$ cat src/rtl/sin_pwm_pkg.sv
// Shared types and default constants for the sine-driven PWM modulator.
package sin_pwm_pkg;

  localparam int unsigned CNT_W_DEFAULT    = 8;
  localparam int unsigned DEADTIME_DEFAULT = 4;

  typedef enum logic [1:0] {
    ST_IDLE  = 2'd0,
    ST_RUN   = 2'd1,
    ST_DRAIN = 2'd2
  } state_t;

endpackage

$ cat src/rtl/sin_pwm_deadtime.sv
// Complementary output generator with dead-time insertion.
// Each output rises only after the raw PWM has been stable for DEADTIME cycles,
// so both outputs are low for DEADTIME cycles after every raw edge.
module sin_pwm_deadtime
  import sin_pwm_pkg::*;
#(
  parameter int unsigned DEADTIME = DEADTIME_DEFAULT
) (
  input  logic clk,
  input  logic rst,
  input  logic en,
  input  logic pwm_in,
  output logic pwm_p,
  output logic pwm_n
);

  localparam int unsigned AW = $clog2(DEADTIME + 2);
  localparam logic [AW-1:0] DT = AW'(DEADTIME);

  logic          prev;
  logic [AW-1:0] age;
  logic [AW-1:0] age_now;
  logic          settled;

  // Age of the current raw level; restarts at zero on the cycle the level changes
  always_comb begin
    age_now = (pwm_in != prev) ? '0 : age;
    settled = (age_now >= DT);
  end

  // Track the raw level and drive gated complementary outputs
  always_ff @(posedge clk) begin
    if (rst) begin
      prev  <= 1'b0;
      age   <= '0;
      pwm_p <= 1'b0;
      pwm_n <= 1'b0;
    end else begin
      prev  <= pwm_in;
      age   <= settled ? DT : age_now + 1'b1;
      pwm_p <= en && pwm_in && settled;
      pwm_n <= en && !pwm_in && settled;
    end
  end

endmodule

$ cat src/rtl/sin_pwm_modulator.sv
// Sine-sample driven PWM modulator with a one-deep sample buffer.
// Optional feature: define SIN_PWM_DEADTIME_EN to add pwm_n_out with dead-time.
module sin_pwm_modulator
  import sin_pwm_pkg::*;
#(
  parameter int unsigned CNT_W    = CNT_W_DEFAULT,
  parameter int unsigned DEADTIME = DEADTIME_DEFAULT
) (
  input  logic               clk,
  input  logic               rst,
  input  logic               ena,
  input  logic signed [30:0] SinValue_in,
  input  logic               sample_valid,
  output logic               sample_ready,
  output logic               pwm_out,
  output logic               period_start,
  output logic               overflow
`ifdef SIN_PWM_DEADTIME_EN
  ,
  output logic               pwm_n_out
`endif
);

  localparam logic [CNT_W-1:0] DUTY_MID = {1'b1, {(CNT_W-1){1'b0}}};

  state_t           state;
  logic [CNT_W-1:0] cnt;
  logic [CNT_W-1:0] duty_active;
  logic [CNT_W-1:0] duty_pending;
  logic [CNT_W-1:0] duty_in;
  logic             pending_valid;
  logic             running;
  logic             wrap;
  logic             accept;
  logic             pwm_raw;
  logic             unused_bits;

  // Offset-binary duty: top CNT_W bits of the sample with the sign inverted
  assign duty_in      = {~SinValue_in[30], SinValue_in[29 -: CNT_W-1]};
  assign unused_bits  = ^{SinValue_in[30-CNT_W:0], DEADTIME[0]};

  assign running      = (state != ST_IDLE);
  assign wrap         = running && (cnt == '1);
  assign sample_ready = !pending_valid;
  assign accept       = sample_valid && !pending_valid;

`ifdef SIN_PWM_DEADTIME_EN
  logic run_q;
`endif

  // Period FSM, counter and registered PWM / period-start outputs
  always_ff @(posedge clk) begin
    if (rst) begin
      state        <= ST_IDLE;
      cnt          <= '0;
      pwm_raw      <= 1'b0;
      period_start <= 1'b0;
`ifdef SIN_PWM_DEADTIME_EN
      run_q        <= 1'b0;
`endif
    end else begin
      pwm_raw      <= running && (cnt < duty_active);
      period_start <= running && (cnt == '0);
`ifdef SIN_PWM_DEADTIME_EN
      run_q        <= running;
`endif
      unique case (state)
        ST_IDLE: begin
          cnt <= '0;
          if (ena) state <= ST_RUN;
        end
        ST_RUN: begin
          cnt <= cnt + 1'b1;
          if (!ena) state <= ST_DRAIN;
        end
        ST_DRAIN: begin
          cnt <= cnt + 1'b1;
          if (ena)       state <= ST_RUN;
          else if (wrap) state <= ST_IDLE;
        end
        default: begin
          state <= ST_IDLE;
          cnt   <= '0;
        end
      endcase
    end
  end

  // Sample buffer: pending duty moves to active at wrap; a sample accepted
  // in the wrap cycle lands in the (just emptied) pending slot
  always_ff @(posedge clk) begin
    if (rst) begin
      pending_valid <= 1'b0;
      duty_pending  <= '0;
      duty_active   <= DUTY_MID;
      overflow      <= 1'b0;
    end else begin
      if (wrap && pending_valid) duty_active <= duty_pending;
      if (accept) begin
        duty_pending  <= duty_in;
        pending_valid <= 1'b1;
      end else if (wrap) begin
        pending_valid <= 1'b0;
      end
      if (sample_valid && pending_valid) overflow <= 1'b1;
    end
  end

`ifdef SIN_PWM_DEADTIME_EN
  sin_pwm_deadtime #(
    .DEADTIME (DEADTIME)
  ) u_deadtime (
    .clk    (clk),
    .rst    (rst),
    .en     (run_q),
    .pwm_in (pwm_raw),
    .pwm_p  (pwm_out),
    .pwm_n  (pwm_n_out)
  );
`else
  assign pwm_out = pwm_raw;
`endif

endmodule

$ cat config.mk
export PLATFORM = sky130hd
export DESIGN_NAME = sin_pwm_modulator
export DESIGN_NICKNAME = d
export VERILOG_FILES = /design/src/rtl/sin_pwm_pkg.sv /design/src/rtl/sin_pwm_deadtime.sv /design/src/rtl/sin_pwm_modulator.sv
export SDC_FILE = /design/constraint.sdc
export NUM_CORES = 1
export LEC_CHECK = 0
export BUFFER_PORTS_ARGS = -buffer_cell sky130_fd_sc_hd__buf_4
export CORE_ASPECT_RATIO = 1.25
export CORE_MARGIN = 2
export CORE_UTILIZATION = 50
export CTS_BUF_LIST = sky130_fd_sc_hd__clkbuf_4
export CTS_CLUSTER_SIZE = 14
export DETAILED_ROUTE_END_ITERATION = 8
export PLACE_DENSITY = 0.77
export SLEW_MARGIN = 10
export SYNTH_ARGS = -nofsm -noshare
export SYNTH_HDL_FRONTEND = slang
export SYNTH_HIERARCHICAL = 1
export SYNTH_SLANG_ARGS = --single-unit
$ cat constraint.sdc
create_clock -name clk -period 2.8 [get_ports clk]
set_input_delay 0.28 -clock clk [delete_from_list [all_inputs] [get_ports clk]]
set_output_delay 0.28 -clock clk [all_outputs]
set_load 0.01 [all_outputs]
==> run summary <==
The run finished with clean final reports. From left edge to right edge, the die measures 51.6 um. The final clock period utilization by the worst path was 0.699; the clock transition at the registers of the reported paths was 0.10 ns.

TritonCTS built the clock tree. The worst register-to-register path begins at state[0]. By area the synthesized netlist is led by dfxtp_1 42%, ha_1 12%, mux2i_1 6.4%.

The run gives 0 as the cts-stage hold buffer count. The share of async-settable or async-resettable flops after synthesis was 0. The logs give 0.792 for the global placer's final weighted congestion and 0.424 for the post-synthesis sequential area ratio. The tools report the post-route antenna net violation count as 0. After detailed placement, the design holds a cell count of 201. The top cell types in the final layout, fill and taps aside, are 30 x dfxtp_1, 18 x nand2_1, 17 x nor2_1, 15 x buf_4. The vertical extent of the die was 63.5 um; the largest buffer count on any clock path was 2.

The half-perimeter wire length after detailed placement is 1.90 mm, and the fraction of layout cells with a size suffix above 1 is 0.154. The min-delay analysis places its worst path in the category input port to register. The cell count along the critical path is 6, and the initial core utilization is 0.528.

From synthesis to final layout, the design area changed by 13.9%. Excluding fillers, the count of instances in the completed layout stands at 209. The run gives 0 as the number of hold-slack violations in the final timing report. At the pin with the least slew margin, the transition time is 0.587 ns. The critical path is of the register to register type.

The buffer and inverter count on the worst path is 1, and the leakage power of the design is 0.000700 uW. Synthesis produced a netlist with a net count of 206. The clock drives 30 sinks. IR analysis of the VDD net gives a maximum drop of 0.372 mV. Setup violations remaining at the end of the flow were counted as 0. The final layout contains 223 nets. The worst setup path is captured at a register.

For the area of the multi-input gates, the log shows 722 sq um. Buffers inserted during clock tree synthesis total 5. Setup repair after global routing left no endpoint under its margin.

The signal on the critical path passes through inv_1 > ha_1 > nand2b_1 > nor3_1 > o21ai_0 > mux2_2. The wire length after detailed routing came out at 2.43 mm. Across all layers, the routed design uses 1084 vias.

The first-pass iteration count of the detailed router came out at 4. After clock tree synthesis, the repair step resized 0 gates. For this run, the leading register cell type out of synthesis is dfxtp_1. The clock root buffer master is clkbuf_4. The logs give 0.84 ns for the register-to-register path setup slack and 39 for the number of top-level design ports. The required time of the critical path came out at 3.01 ns. The overall track demand over capacity in global routing came out at 0.171. The remaining design rule violation count came out at 0. The critical path startpoint is state[0]. Cell type of the slowest stage on the worst timing path: dfxtp_1.

Summed over all layers, the global routing overflow is 0. The maximum clock frequency came out at 511 MHz. For the number of global-route vias before repair, the log shows 1041. The library cell used most frequently in the layout, excluding fill and tap cells, is dfxtp_1. Each instance of the synthesized netlist takes up on average 9.02 sq um. Synthesis produced 157 cells.

The tools report the type of origin of the critical path as a register. The wire length of the first global-routing pass is 4.20 mm. Entering global routing, the biggest net connects 26 pins. Following the worst setup path forward leads to its endpoint at state[0]. After routing, the total negative slack on setup checks comes to 0 ns. The cell type with the largest total area after synthesis is dfxtp_1. The shortest clock period the worst path allows after layout works out to 1.96 ns. For the number of maximum-capacitance violations, the log shows 0.

The logs give 253 for the total of fill cells in the finished design and 11 for the violation count after the first detailed-route iteration. The sequential cells in the finished layout cover a total of 601 sq um. In this run the tool buffered the top-level ports with 15 buffer cells. The cell family contributing the most delay on the critical path is simple AND/OR/NAND/NOR gates. After detailed routing, the number of vias per cell comes to 5.19. The post-layout worst setup margin came out at 0.843 ns. The worst register-to-register path has a depth of 6. The floorplan step defined a die boundary enclosing 0.00328 sq mm.

The tools report the number of different library cells in the post-synthesis netlist as 28. The number of antenna violations at the first check in global routing is 0, and the fraction of post-synthesis cell area in the top cell type by area is 0.424. Number of enable flip-flop cells after synthesis: 0. The number of levels in the clock H-tree came out at 2. Data on the critical path arrives at its endpoint at 2.17 ns.

The standard-cell row count is 21, and the largest incremental delay on the critical path is 0.40 ns. In the final routed layout, each cell accounts on average for 11.6 um. The count of final max-slew check failures is 0. Post-CTS timing repair inserted 0 buffers for setup.

For the number of antenna repair diodes, the log shows 0. The worst max-slew margin expressed relative to the limit came out at 0.608. The power density relative to cell area came out at 654 mW/mm^2. In this run the cell area of the synthesized design comes to 0.00142 sq mm. Setup clock skew after layout: 0.0139 ns. The maximum net fanout on the critical path was 5.

Synthesis inferred 30 register bits. Latest clock arrival within the worst-skew pair: 0.33 ns. The region available for standard cell placement spans 0.00268 sq mm. The worst register-to-register path ends at state[0].

The minimum setup slack after placement was 0.887 ns. Synthesis warning total: 6.
## state kept, by name, summed over array words and instances (netlist names)
signal / cells
cnt: 8
duty_active: 8
duty_pending: 8
state: 2
overflow: 1
pending_valid: 1
period_start: 1
pwm_out: 1
## metrics by stage
stage               power, uW  hold slack [ns]  cell area (sq um)   util
floorplan                 647            0.374               1420      -
global placement          697            0.443               1530  0.571
detailed placement        716            0.453               1530  0.571
CTS                      1060            0.112               1610  0.602
global route             1110            0.118               1610  0.602
finish                   1050            0.120               1610  0.602
## logic make-up after synthesis
family,Yosys count,share of synthesized area
AOI/OAI and AO/OA,24,0.0998
xor gates and xnor gates,4,0.0247
adders and majority gates,14,0.124
buffers and inverters,19,0.0663
DFF,30,0.424
muxes,10,0.0716
and+or+nand+nor,56,0.190
## power breakdown
group          switching, uW  total [uW]  internal, uW
registers               29.9         493           464
logic                    114         214          99.1
clock network            149         347           198
total                    294        1050           761
## cells in the mapped netlist, drive strengths merged, types with 2 or more instances
library cell and instances:
dfxtp 30, nand2 18, nor2 17, ha 14, inv 14, a21oi 13
mux2i 9, nand2b 7, o21ai 6, buf 3, nand3 3, nor3 3
clkbuf 2, nor4 2, or3 2, xnor2 2, xor2 2
## worst min-delay path by stage
stage                          from               to  slack [ns]  depth (start not counted)
floorplan           SinValue_in[30]  duty_pending[7]        0.37                          1
detailed placement  duty_pending[5]  duty_pending[5]        0.45                          2
global route        SinValue_in[30]  duty_pending[7]        0.12                          2
finish              SinValue_in[30]  duty_pending[7]        0.12                          2
global placement    duty_pending[4]  duty_pending[4]        0.44                          2
CTS                 SinValue_in[30]  duty_pending[7]        0.11                          2
## metal layers
layer  vias to the layer above  track usage  part of all wire
met5                         -            0                 0
met4                         0       0.0789             0.026
met3                         7       0.0640             0.046
met2                        23        0.298              0.52
met1                       498        0.177              0.41
li1                        556            -                 -
## layout make-up
type	count	share of cell area
multi-input cells	108	0.448
flip-flops and latches	30	0.372
repair buffers	15	0.0698
inverters	14	0.0326
clock buffers	6	0.0279
well taps	34	0.0264
clock inverters	2	0.0233
Note: power is estimated with default switching activity, not from simulation.
